### config.mk
export PLATFORM = sky130hd
export DESIGN_NAME = cpu_run_ctrl
export DESIGN_NICKNAME = d
export VERILOG_FILES = /design/src/rtl/cpu_run_ctrl.sv
export SDC_FILE = /design/constraint.sdc
export NUM_CORES = 1
export LEC_CHECK = 0
export CAP_MARGIN = 40
export CORE_MARGIN = 8
export CORE_UTILIZATION = 54
export CTS_CLUSTER_SIZE = 28
export DETAILED_ROUTE_END_ITERATION = 8
export PLACE_DENSITY = 0.87
export SKIP_CTS_REPAIR_TIMING = 1
export SLEW_MARGIN = 20
export SYNTH_ARGS = -nofsm -noshare
export SYNTH_HDL_FRONTEND = slang
export SYNTH_SLANG_ARGS = --single-unit
### constraint.sdc
create_clock -name clk -period 4.3 [get_ports clk]
set_input_delay 0.645 -clock clk [delete_from_list [all_inputs] [get_ports clk]]
set_output_delay 0.645 -clock clk [all_outputs]
set_load 0.05 [all_outputs]
### src/rtl/cpu_run_ctrl.sv
// cpu_run_ctrl: run/step clock-enable controller for the nanoMIPS core.
// Issues cpu_ce in free-run, run-N or run-to-breakpoint modes with a prescaler.
//
// Ports:
//   clk, rst_n      clock, async active-low reset
//   mode            00 halt, 01 free run, 10 run N, 11 run to breakpoint
//   start, abort    run request / stop current run
//   step_count      N for run-N mode
//   bp_addr, bp_en  breakpoint PC and compare enable
//   div             one CE every div+1 clocks
//   pc              current core PC
//   cpu_ce          core clock enable (combinational)
//   running, done   in RUN / one-cycle end-of-run pulse
//   halt_reason     0 none, 1 count, 2 breakpoint, 3 abort
//   cycle_cnt       CEs issued in current or last run
module cpu_run_ctrl #(
  parameter int ADDR_W = 32,
  parameter int CNT_W  = 32,
  parameter int DIV_W  = 8
) (
  input  logic              clk,
  input  logic              rst_n,
  input  logic [1:0]        mode,
  input  logic              start,
  input  logic              abort,
  input  logic [CNT_W-1:0]  step_count,
  input  logic [ADDR_W-1:0] bp_addr,
  input  logic              bp_en,
  input  logic [DIV_W-1:0]  div,
  input  logic [ADDR_W-1:0] pc,
  output logic              cpu_ce,
  output logic              running,
  output logic              done,
  output logic [1:0]        halt_reason,
  output logic [CNT_W-1:0]  cycle_cnt
);

  typedef enum logic [1:0] {
    IDLE = 2'd0,
    RUN  = 2'd1,
    DONE = 2'd2
  } state_t;

  localparam logic [1:0] M_HALT = 2'b00;
  localparam logic [1:0] M_FREE = 2'b01;
  localparam logic [1:0] M_CNT  = 2'b10;
  localparam logic [1:0] M_BP   = 2'b11;

  state_t             state;
  logic [1:0]         mode_q;
  logic [DIV_W-1:0]   div_q;
  logic [DIV_W-1:0]   div_cnt;
  logic [CNT_W-1:0]   n_q;
  logic               ce_seen;

  logic               tick;
  logic               bp_mode;
  logic               bp_hit;
  logic               n_zero;
  logic               last_ce;
  logic               stop;
  logic [1:0]         reason;

  assign tick    = (state == RUN) && (div_cnt == div_q);
  assign bp_mode = (mode_q == M_FREE) || (mode_q == M_BP);

  // ce_seen lets a run resume from a PC sitting on the breakpoint
  assign bp_hit  = bp_mode && bp_en && (pc == bp_addr) && ce_seen;

  // run-N with N=0 ends on the first RUN cycle without any CE
  assign n_zero  = (mode_q == M_CNT) && (n_q == '0);

  assign cpu_ce  = tick && !abort && !bp_hit && !n_zero;

  assign last_ce = cpu_ce && (mode_q == M_CNT) &&
                   ((cycle_cnt + CNT_W'(1)) == n_q);

  always_comb begin
    stop   = 1'b0;
    reason = 2'd0;
    if (abort) begin
      stop   = 1'b1;
      reason = 2'd3;
    end else if (tick && bp_hit) begin
      stop   = 1'b1;
      reason = 2'd2;
    end else if (last_ce || n_zero) begin
      stop   = 1'b1;
      reason = 2'd1;
    end
  end

  always_ff @(posedge clk or negedge rst_n) begin
    if (!rst_n) begin
      state       <= IDLE;
      mode_q      <= M_HALT;
      div_q       <= '0;
      div_cnt     <= '0;
      n_q         <= '0;
      ce_seen     <= 1'b0;
      running     <= 1'b0;
      done        <= 1'b0;
      halt_reason <= 2'd0;
      cycle_cnt   <= '0;
    end else begin
      done <= 1'b0;
      unique case (state)
        IDLE: begin
          if (start && (mode != M_HALT)) begin
            state       <= RUN;
            running     <= 1'b1;
            mode_q      <= mode;
            div_q       <= div;
            n_q         <= step_count;
            div_cnt     <= '0;
            cycle_cnt   <= '0;
            halt_reason <= 2'd0;
            ce_seen     <= 1'b0;
          end
        end
        RUN: begin
          div_cnt <= tick ? '0 : div_cnt + DIV_W'(1);
          if (cpu_ce) begin
            cycle_cnt <= cycle_cnt + CNT_W'(1);
            ce_seen   <= 1'b1;
          end
          if (stop) begin
            state       <= DONE;
            running     <= 1'b0;
            done        <= 1'b1;
            halt_reason <= reason;
          end
        end
        DONE: begin
          state <= IDLE;
        end
        default: begin
          state   <= IDLE;
          running <= 1'b0;
        end
      endcase
    end
  end

endmodule

[Word level (Yosys, flattened, before mapping)]
Cells that the tools add are included.
Storage, ports and cells
  bits in registers: 89
  input port bits: 111
  output and inout bits: 37
  word-level logic and storage cells: 77
Cells by class
  $add $sub $neg: 2
  eq/ne operators: 11
  muxes and demuxes: 26
  bitwise gates (word level): 1
  reduce and logical (&&, ||, !) cells: 27
Operators with widths (number)
  32-bit == test: 2
  32-bit two-way mux: 2
  32-bit case mux with 2 select lines: 1
  32-bit by 1-bit adder with 32-bit output, second input constant: 1
  32-bit zero test: 1
  8-bit two-way mux: 2
  8-bit case mux with 2 select lines: 1
  1-bit logical AND: 12
  2-bit two-way mux: 6
  1-bit two-way mux: 10
  3-bit AND reduction: 3
  8-bit by 1-bit adder with 8-bit output, second input constant: 1
  8-bit == test: 1
  2-bit case mux with 2 select lines: 2
  2-bit == test, second input constant: 3
  2-bit != test, second input constant: 3
  2-bit AND reduction: 3
  2-bit by 1-bit == test with 1-bit output, second input constant: 2
  2-bit nonzero test: 2
  1-bit zero test: 3
  1-bit case mux with 3 select lines: 1
  2-bit zero test: 1
  1-bit logical OR: 2
  1-bit case mux with 2 select lines: 1
  1-bit inverter: 1

[Longest topological paths before layout]
  depth in word-level cells: 16
  gate-level depth with buffers: 10
  mapped depth without buffers: 9

[Worst setup path before layout]
OpenSTA, ideal clock, no wires.
  path type: reg-to-reg
  from: register div_cnt[5]
  to: register cycle_cnt[11]
  library setup time: 0.152 ns
  arrival time: 2.917 ns
  data required time: 4.148 ns
  setup slack: 1.231 ns
  cell stages (with the launch flop): 10
  buffers on the path: 2
  period minus slack after synthesis: 3.069 ns
  cell sequence: dfrtp_1 > xor2_1 > or4_4 > or3_4 > a2111oi_4 > nor2_2 > buf_6 > buf_8 > o21ai_2 > o41ai_1
Between the ends
  word-level cells in the longest chain between the ends: 7
Ends and longest elaborated chain
  start: declaration: RTL line 52  | logic [DIV_W-1:0] div_cnt;
  start signal: assignment: RTL line 122  | div_cnt <= tick ? '0 : div_cnt + DIV_W'(1);
  8-bit == test: RTL line 64  | assign tick = (state == RUN) && (div_cnt == div_q);
  1-bit logical AND: RTL line 64
  1-bit logical AND (3 in series): RTL line 73  | assign cpu_ce = tick && !abort && !bp_hit && !n_zero;
  net cpu_ce: RTL line 31  | output logic cpu_ce,
  2-bit != test (no source line)
  3-bit AND reduction (no source line)
  end signal: assignment: RTL line 124  | cycle_cnt <= cycle_cnt + CNT_W'(1);
  end: declaration: RTL line 35  | output logic [CNT_W-1:0] cycle_cnt
The timed path passes the listed nets, and every way through them passes these cells.
A chain may end at the register's enable or synchronous reset.

[Worst setup path after layout]
  from: register div_cnt[5]
  to: output cpu_ce
Between the ends
  word-level cells in the longest chain between the ends: 5
Ends and longest elaborated chain (RTL line)
  8-bit == test: 64
  1-bit logical AND: 64
  1-bit logical AND (3 in series): 73
  end: declaration: 31
No other way between the ends.

==> results.toml <==
[critical_path]
startpoint_type = "flip-flop"
cp_cell_sequence = "xor2_1 > or4_4 > or3_4 > a2111oi_4 > clkdlybuf4s50_1"
worst-path-max-fanout = 6
max_stage_delay_ps = 920
worstPathArrival_ps = 3450
required_ps = 3650
path_class = "reg2out"
end_kind = "primary output"
crit_path_top_delay_cell = "clkdlybuf4s50_1"

[global_route]
grt_overflow_total = 0
grt_pass1_wl_um = 29900
grt_max_degree = 51
antenna_found_initial = 0
grt_util_all_layers_pct = 25.8
grt_pass1_vias = 5805

[synthesis]
synthCells = 700
syn_nets = 813
synth_compound_area_share_pct = 14.5
ys.flop_type = "dfrtp_1"
synth_top_family_by_area = "simple AND/OR/NAND/NOR gates"
ys_types = 66
synth.area.top_cells = "dfrtp_1 (38%), nand2_1 (11%), xor2_1 (6.9%)"
yosysTopAreaCell = "dfrtp_1"
synth_xor_area_share_pct = 13.1
ys_ff_latch = 89
synth-simple-area-share_pct = 30.1
yosysTopAreaCellShare_pct = 38.0
netlist_area_um2 = 5850
avgSynthCellArea_um2 = 8.36
synth-warning-count = 0
yosysSeqAreaShare_pct = 38.0
async_reset_ff_share_pct = 100
synth_edf_count = 0
synthAdderAreaFrac_pct = 0.427
synth_mux_area_share_pct = 0.171

[worst_hold_path]
hold_class = "in2async"

[sta]
fin_skew_ps = 14.5
fmax_mhz = 244
tns_ps = 0
slew_violations = 0
worst_pin_slew_ps = 858
finalWorstSetupSlack_ps = 200
relSlewSlack_pct = 42.3
hold_viol_final = 0
setup_viol = 0
fin_crit_ps = 4100
rsz0062_at_grt = "false"
post-route-period-util_pct = 95.3

[clocking]
cts_htree_levels = 3
cts_tree = "done"
cts-root-buf = "clkbuf_8"
numCtsBuffers = 9
clkTransAtPathRegs_ps = 90
numClockSinks = 89
clkLatencyLatePin_ps = 380
cts_max_path_buffers = 2

[routing]
dr.pass1.iters = 5
via_per_inst = 6.00
num_vias = 5818
first_iter_violations = 630
ant_nets = 0
wirelength_um = 18600
drc = 0
drt-wirelength-per-cell_um = 19.2

[die]
dieArea_um2 = 14400
die_h_um = 120
die_w_um = 120
core_area_um2 = 10700
fp-row-count = 38
pin_count = 148
initial_utilization_pct = 54.7

[outcome]
status = "completed"

[flow_run]
max-cap-violations = 0

[placed_design]
dp_hpwl_um = 14000
port_buffers = 147
dp_slack_ps = 453
placed_cells = 952
place.gp.congestion = 0.924
place_area_um2 = 7380

[final_layout]
design_area_um2 = 7630
mostFrequentLayoutCell = "nand2_1"
n_antenna_cell = 0
seq_area_um2 = 2230
multi_input_area_um2 = 3420
nNetsFinal = 938
stdcell_count = 970
post-route-util_pct = 71.3
most-common-layout-cells = "nand2_1 (164), clkdlybuf4s50_1 (146), dfrtp_1 (89)"
fill_cells = 841
syn2layout_area_growth_pct = 30.3
drive_gt1_share_pct = 6.75

[pwr]
pwr_density_cell_nw_per_um2 = 355
peakVddDrop_mv = 0.246
leakagePower_nw = 3.10
==> cell type report <==
type | count | area share, %
multi-input cells | 563 | 44.8
flip-flops and latches | 89 | 29.2
repair buffers | 156 | 20.6
well taps | 140 | 2.30
clock buffers | 10 | 1.67
clock inverters | 6 | 1.20
inverters | 6 | 0.295
==> cells in the mapped netlist (11+ instances only) <==
master    number
xnor2_1       39
nand4_1       19
nor2_1        37
nor4_1        25
buf_2         13
and3_1        11
a21oi_1       17
clkbuf_1      23
o21ai_0       41
nand2_1      164
o31ai_1       20
nand3_1       23
xor2_1        46
dfrtp_1       89
==> worst max-delay path, delay by kind of cell (launching register included) <==
family / cells / cell delay (ps)
xor+xnor: 1 / 170
compound gates: 1 / 550
buf+inv: 1 / 920
simple gates: 2 / 980
flops: 1 / 440
==> layer usage <==
layer / up-vias / GRT usage [%] / wire, um
met5: - / 0 / 0
met4: 0 / 10.9 / 678
met3: 57 / 5.73 / 1260
met2: 271 / 43.2 / 9130
met1: 2758 / 31.6 / 7520
li1: 2732 / - / -
==> kinds of logic after synthesis <==
family / count (synthesis)
adder cells (fa/ha/maj): 2
buffers and inverters: 48
XOR/XNOR: 86
AND/OR/NAND/NOR: 349
flip-flops: 89
multiplexers: 1
AO/OA/AOI/OAI: 125
==> sequential cells by signal (all words and copies together), names as in the netlist <==
signal / flops
ce_seen: 1
cycle_cnt: 32
div_cnt: 8
div_q: 8
done: 1
halt_reason: 2
mode_q: 2
n_q: 32
running: 1
state: 2
==> path summary, 6_finish.rpt <==
| path | startpoint | to | slack (ps) | cells past startpoint |
|---|---|---|---|---|
| hold reg to reg | ce_seen | ce_seen | 480 | 2 |
| setup / recovery | div_cnt[5] | cpu_ce | 200 | 5 |
| min in group clk | ce_seen | ce_seen | 480 | 2 |
| setup reg to reg | cycle_cnt[4] | running | 1020 | 8 |
| hold / removal | rst_n | div_cnt[7] | 260 | 1 |
| max in group asynchronous | rst_n | cycle_cnt[11] | 3380 | 2 |
==> power breakdown <==
group,switching (mW),internal (mW),leakage [nW],total (mW)
logic,0.469,0.414,1.84,0.884
registers,0.178,0.995,1.16,1.17
clock network,0.320,0.329,0.0991,0.649
==> metrics by stage <==
step	power, mW	hold slack (ps)
floorplan	1.72	349
global placement	2.00	464
detailed placement	2.05	464
CTS	2.70	261
global route	2.86	285
finish	2.71	260
Power figures use the tool's default switching activity.
